[src/rtl/mux_n_para_1_registrado.sv]
// mux_n_para_1_registrado
//   N-input, W-bit multiplexer with a registered output stage and a valid/ready
//   handshake on every input and on the output. The channel is either chosen
//   explicitly through selecao (MODO=0) or by a round-robin search over the
//   valid channels that starts at an internal pointer (MODO=1).
//
// Ports
//   clock          in   rising-edge clock
//   reset          in   asynchronous, active-high reset
//   entradas       in   packed data, channel i = entradas[i*LARGURA +: LARGURA]
//   entrada_valida in   per-channel valid
//   entrada_pronta out  per-channel ready, at most one bit high (combinational)
//   selecao        in   selected channel (MODO=0 only)
//   saida          out  registered output data
//   saida_valida   out  saida holds a word
//   saida_pronta   in   consumer accepts saida this cycle
//   canal_atual    out  channel the held word came from
module mux_n_para_1_registrado #(
  parameter int LARGURA      = 8,
  parameter int NUM_ENTRADAS = 4,
  parameter int MODO         = 0
) (
  input  logic                              clock,
  input  logic                              reset,
  input  logic [NUM_ENTRADAS*LARGURA-1:0]   entradas,
  input  logic [NUM_ENTRADAS-1:0]           entrada_valida,
  output logic [NUM_ENTRADAS-1:0]           entrada_pronta,
  input  logic [$clog2(NUM_ENTRADAS)-1:0]   selecao,
  output logic [LARGURA-1:0]                saida,
  output logic                              saida_valida,
  input  logic                              saida_pronta,
  output logic [$clog2(NUM_ENTRADAS)-1:0]   canal_atual
);

  localparam int SEL_W = $clog2(NUM_ENTRADAS);

  typedef enum logic [0:0] {
    VAZIO = 1'b0,
    CHEIO = 1'b1
  } estado_t;

  estado_t              r_estado;
  estado_t              w_estado_prox;
  logic [LARGURA-1:0]   r_saida;
  logic [SEL_W-1:0]     r_canal;
  logic [SEL_W-1:0]     r_ptr;

  logic                 w_pode_aceitar;
  logic                 w_grant_ok;
  logic [SEL_W-1:0]     w_grant;
  logic [SEL_W-1:0]     w_idx;
  int                   w_soma;
  logic [LARGURA-1:0]   w_dado_g;
  logic                 w_valida_g;
  logic                 w_accept;

  assign w_pode_aceitar = (r_estado == VAZIO) || saida_pronta;

  // Grant: explicit selection, or first valid channel at or after the pointer.
  always_comb begin
    w_grant_ok = 1'b0;
    w_grant    = '0;
    w_idx      = '0;
    w_soma     = 0;
    if (MODO == 0) begin
      w_grant    = selecao;
      w_grant_ok = (int'(selecao) < NUM_ENTRADAS);
    end else begin
      // Scan from the farthest offset down so the closest valid channel wins.
      for (int k = NUM_ENTRADAS - 1; k >= 0; k--) begin
        w_soma = int'(r_ptr) + k;
        w_soma = (w_soma >= NUM_ENTRADAS) ? (w_soma - NUM_ENTRADAS) : w_soma;
        w_idx  = w_soma[SEL_W-1:0];
        if (entrada_valida[w_idx]) begin
          w_grant_ok = 1'b1;
          w_grant    = w_idx;
        end else begin
          w_grant_ok = w_grant_ok;
        end
      end
    end
  end

  // Route the granted channel's data/valid and drive the single ready bit.
  always_comb begin
    w_dado_g       = '0;
    w_valida_g     = 1'b0;
    entrada_pronta = '0;
    for (int i = 0; i < NUM_ENTRADAS; i++) begin
      if (w_grant_ok && (w_grant == SEL_W'(i))) begin
        w_dado_g          = entradas[i*LARGURA +: LARGURA];
        w_valida_g        = entrada_valida[i];
        entrada_pronta[i] = w_pode_aceitar;
      end else begin
        entrada_pronta[i] = 1'b0;
      end
    end
  end

  assign w_accept = w_grant_ok && w_valida_g && w_pode_aceitar;

  // Next state of the output register: a drain and an accept together keep it full.
  always_comb begin
    w_estado_prox = r_estado;
    case (r_estado)
      VAZIO: begin
        if (w_accept) w_estado_prox = CHEIO;
        else          w_estado_prox = VAZIO;
      end
      CHEIO: begin
        if (w_accept)          w_estado_prox = CHEIO;
        else if (saida_pronta) w_estado_prox = VAZIO;
        else                   w_estado_prox = CHEIO;
      end
      default: w_estado_prox = VAZIO;
    endcase
  end

  // State register.
  always_ff @(posedge clock or posedge reset) begin
    if (reset) r_estado <= VAZIO;
    else       r_estado <= w_estado_prox;
  end

  // Held word and its source channel; only an accept overwrites them.
  always_ff @(posedge clock or posedge reset) begin
    if (reset) begin
      r_saida <= '0;
      r_canal <= '0;
    end else if (w_accept) begin
      r_saida <= w_dado_g;
      r_canal <= w_grant;
    end else begin
      r_saida <= r_saida;
      r_canal <= r_canal;
    end
  end

  // Round-robin pointer: moves just past the channel that was served.
  always_ff @(posedge clock or posedge reset) begin
    if (reset) begin
      r_ptr <= '0;
    end else if (w_accept && (MODO == 1)) begin
      if (w_grant == SEL_W'(NUM_ENTRADAS - 1)) r_ptr <= '0;
      else                                     r_ptr <= w_grant + SEL_W'(1);
    end else begin
      r_ptr <= r_ptr;
    end
  end

  assign saida        = r_saida;
  assign canal_atual  = r_canal;
  assign saida_valida = (r_estado == CHEIO);

endmodule

[config.mk]
export PLATFORM = sky130hd
export DESIGN_NAME = mux_n_para_1_registrado
export DESIGN_NICKNAME = d
export VERILOG_FILES = /design/src/rtl/mux_n_para_1_registrado.sv
export SDC_FILE = /design/constraint.sdc
export NUM_CORES = 1
export LEC_CHECK = 0
export CORE_ASPECT_RATIO = 1.5
export CORE_MARGIN = 4
export CORE_UTILIZATION = 35
export CTS_CLUSTER_SIZE = 40
export DETAILED_ROUTE_END_ITERATION = 12
export HOLD_SLACK_MARGIN = 0.06
export PLACE_DENSITY = 0.91
export SETUP_SLACK_MARGIN = 0.1
export SYNTH_ARGS = -nofsm -noshare
export SYNTH_HDL_FRONTEND = slang
export SYNTH_SLANG_ARGS = --single-unit
[constraint.sdc]
create_clock -name clock -period 3.35 [get_ports clock]
set_input_delay 0.335 -clock clock [delete_from_list [all_inputs] [get_ports clock]]
set_output_delay 0.335 -clock clock [all_outputs]
set_load 0.005 [all_outputs]
## Yosys cells after proc, flatten, opt, wreduce, memory -nomap -nowiden

Index checks and enable logic that the tools add are counted.

- Flip-flop bits (word level): 11
- Output and inout bits: 15
- Word-level logic and storage cells: 26

- Eq/ne operators: 3
- Mux-type cells: 16
- Bitwise logic cells: 1
- Reductions and logical operators: 3

Operator list:

| kind | number |
|---|---|
| 8-bit 2-to-1 mux | 4 |
| 1-bit 2-to-1 mux | 11 |
| 2-bit equality test, second input constant | 2 |
| 2-bit by 1-bit equality test with 1-bit output, second input constant | 1 |
| 2-bit logical NOT | 1 |
| 1-bit case mux with 2 select lines | 1 |
| 1-bit logical AND | 1 |
| 1-bit logical OR | 1 |
| 1-bit inverter | 1 |

## Logic depth before layout (Yosys ltp)

- Depth in word-level cells: 8
- Mapped depth: 6
- Depth with buffers taken out: 4

## Worst setup path after synthesis

Ideal clock, no wire load.

- Path kind: input port to flip-flop
- Start point: input port selecao[0]
- End point: register r_canal[0] (netlist: canal_atual[0])
- Setup time: 125 ps
- Data arrival time: 1,395 ps
- Required time: 3,225 ps
- Path slack: 1,830 ps
- Cell stages on the path: 6
- Path buffers: 2
- Cells stage by stage: buf_6 -> mux2i_1 -> nor3_2 -> o21ba_1 -> buf_6 -> mux2_4

- Longest elaborated chain between the ends: 6
- Elaborated cells between the ends (all ways): 9
- Those cells by class: 3 x eq/ne; 4 x mux; 2 x reduce/logical

RTL lines:

| what | RTL line | text |
|---|---|---|
| from (decl) | 28 | `input logic [$clog2(NUM_ENTRADAS)-1:0] selecao,` |
| 2-bit logical NOT | 90 | `if (w_grant_ok && (w_grant == SEL_W'(i))) begin` |
| 1-bit 2-to-1 mux (4 in a row) | 90 |  |
| 1-bit logical AND | 100 | `assign w_accept = w_grant_ok && w_valida_g && w_pode_aceitar;` |
| to (signal assigned) | 132 | `r_canal <= w_grant;` |
| to (signal assigned) | 135 | `r_canal <= r_canal;` |
| to (decl) | 45 | `logic [SEL_W-1:0] r_canal;` |

Parallel ways exist; a longest one is shown, timed or not.
A chain may end at the register's enable or synchronous reset.

## Worst setup path in the final report

- Start point: input port selecao[0]
- End point: output port entrada_pronta[1]

- Longest elaborated chain between the ends: 2

RTL lines:

| what | RTL line | text |
|---|---|---|
| 2-bit by 1-bit equality test with 1-bit output | 90 |  |
| 1-bit 2-to-1 mux | 90 |  |
| to (decl) | 27 | `output logic [NUM_ENTRADAS-1:0] entrada_pronta,` |

Every way passes these cells.

==> reports/metrics.csv <==
metric,value,unit
top_reg_cell synth,dfrtp_1,
r2r endpoint,saida[0]$_DFFE_PP0P_,
worst hold path type,input port to async pin,
CTS tree,yes,
max-cap check violation count,0,
CP endpoint,entrada_pronta[1],
share of layout cells above drive strength 1,20.0,%
DR top layer,met4,
"Power, Total",0.487,mW
initial antenna violation count,0,
Worst Setup SP,selecao[0],
Clock Tree Buf Depth,2,
DPL Wire Length,1.74,mm
ant diodes,0,
"Avg Cell Area, Syn",15.2,um^2
async set-reset flop share out of synthesis,100,%
CTS sink count,11,
CTS Buf Count,3,
CORE AREA,0.00203,mm^2
Tcrit/Tclk final,69.5,%
top cell type by total area after synthesis,dfrtp_1,
Detail Route Antenna Nets,0,
fmax,0.429,GHz
Finished Core Util,65.0,%
postcts setup bufs,0,
hold_buf cts,0,
worst endpoint data arrival time,1.99,ns
top post-synthesis cells by area,"dfrtp_1, mux4_2, mux2_4",
vias,626,
PortBufs,55,
via density per instance,4.93,
Synth top cells by count,"dfrtp_1, mux2_4, mux4_2",
syn_nets,90,
drt wl/cell,15.3,um
starting density of the core,36.7,%
nature of the critical path startpoint,input port,
max_slew headroom,63.1,%
Mapped Area,743,um^2
number of remaining DRC errors,0,
P_leak,0.555,nW
Die H,64.4,um
Fin Setup TNS,0,ns
Top Ports,56,
H-tree Lvls,1,
worst slew pin tran,0.552,ns
Power Dens Cells,370,mW/mm^2
worst setup path class,input port to output pin,
crit path time final,2.33,ns
area grow syn2layout,77.3,%
first-pass GRT wire length,3.11,mm
Synth Register Bits,11,
met2 wire length,1.09,mm
GRT overflow,0,
Finish-stage setup viols,0,
largest net degree at the start of global routing,16,
Die X,45.6,um
CP required,3.01,ns
Metal-1 WL,651,um
number of flops mapped to enable cells by yosys,0,
most frequent cell after synthesis,dfrtp_1,
Final Instance Area,0.00132,mm^2
Yosys top cell area share,37.0,%
GRT Util Overall,15.2,%
"Seq/Total Area, Yosys",37.0,%
post-cts sizing count,0,
worst reg2reg startpoint,saida_valida$_DFF_PP0_,
dpl cell area,0.00129,mm^2
DRT Wirelength,1.94,mm
Placement Setup Slack,0.876,ns
Root Driver,clkbuf_4,
flop2flop setup slack,1.50,ns
placer congestion estimate,0.710,
Worst Path Max Fanout,10,
post-layout worst setup margin,1.02,ns
"Distinct cells, synth",20,
worst-skew pair later-pin latency,0.26,ns
Clock Skews,0.00261,ns
synth warn,0,
Max VDD drop,0.137,mV
final hold viol count,0,
RSZ-0062 raised after global routing,no,
floorplan row count,20,
number of global-route vias before repair,700,
worst r2r path cells,4,
1st-pass router iterations,4,
Nets,147,
initial DRC count,5,
Clock transition at path regs,0.06,ns
status,finished clean,
met3 routed WL,131,um
nature of the critical path endpoint,output pin,
Syn Inst Count,49,
fin. max-slew vios,0,
DIE AREA,0.00294,mm^2
## cell families (layout without fill, tap and decap cells)
family	after synthesis	in the layout	synth area share, %
and+or+nand+nor	10	10	8.08
DFF	11	11	37.0
muxes	19	19	45.6
buffers and inverters	6	62	6.06
AOI/OAI and AO/OA	3	3	3.20
## cell usage in the layout (no fill, tap or decap)
cell type        netlist  final
nor3b_1                1      1
mux4_2                 7      7
clkbuf_4               0      3
nand2_1                2      2
clkdlybuf4s50_1        0     55
o21ba_1                1      1
dfrtp_1               11     11
or2b_1                 1      1
nor2_1                 1      1
and3_1                 1      1
nor2b_1                1      1
a21o_1                 1      1
nand2b_1               1      1
nor3_1                 1      1
clkbuf_1               1      1
mux2i_1                2      2
buf_4                  0      1
inv_1                  2      2
o22ai_1                1      1
nor3_2                 1      1
mux4_1                 1      1
mux2_4                 9      9
## stage by stage
stage	hold slack [ns]	std cells
global placement	0.505	123
CTS	0.352	127
floorplan	0.187	49
global route	0.386	127
finish	0.344	127
detailed placement	0.506	123
## how the worst min path moves through the flow
| stage | end | slack [ns] | cells past startpoint |
|---|---|---|---|
| after floorplan | canal_atual[0]$_DFFE_PP0P_ | 0.19 | 1 |
| after global placement | saida[5]$_DFFE_PP0P_ | 0.50 | 1 |
| after detailed placement | saida[5]$_DFFE_PP0P_ | 0.51 | 1 |
| after CTS | saida[0]$_DFFE_PP0P_ | 0.35 | 2 |
| after global routing | saida[1]$_DFFE_PP0P_ | 0.39 | 2 |
| final | saida_valida$_DFF_PP0_ | 0.34 | 2 |
## worst max-delay path, stage by stage
cell,delay [ns]
clkdlybuf4s50_1,0.67
buf_4,0.26
nor3b_1,0.20
clkdlybuf4s50_1,0.54
## cell type report
type	count	area (um^2)
Sequential cell	11	275
Inverter	2	7.51
Timing Repair Buffer	56	558
Fill cell	150	709
Multi-Input combinational cell	32	423
Tap cell	22	27.5
Clock buffer	4	26.3
## sequential cells by signal, summed over array words and instances, names as in the netlist
signal,count
saida,8
saida_valida,1
canal_atual,2
## layer usage
layer	up-vias	track usage (%)
met5	-	0
met1	292	15.7
li1	298	-
met2	32	24.8
met4	0	13.6
met3	4	2.22
## power by group
part / leakage (nW) / internal (mW) / switching [mW]
registers: 0.127 / 0.166 / 0.0209
clock network: 0.0150 / 0.0460 / 0.0392
logic: 0.413 / 0.161 / 0.0545
(Power assumes the default switching activity.)
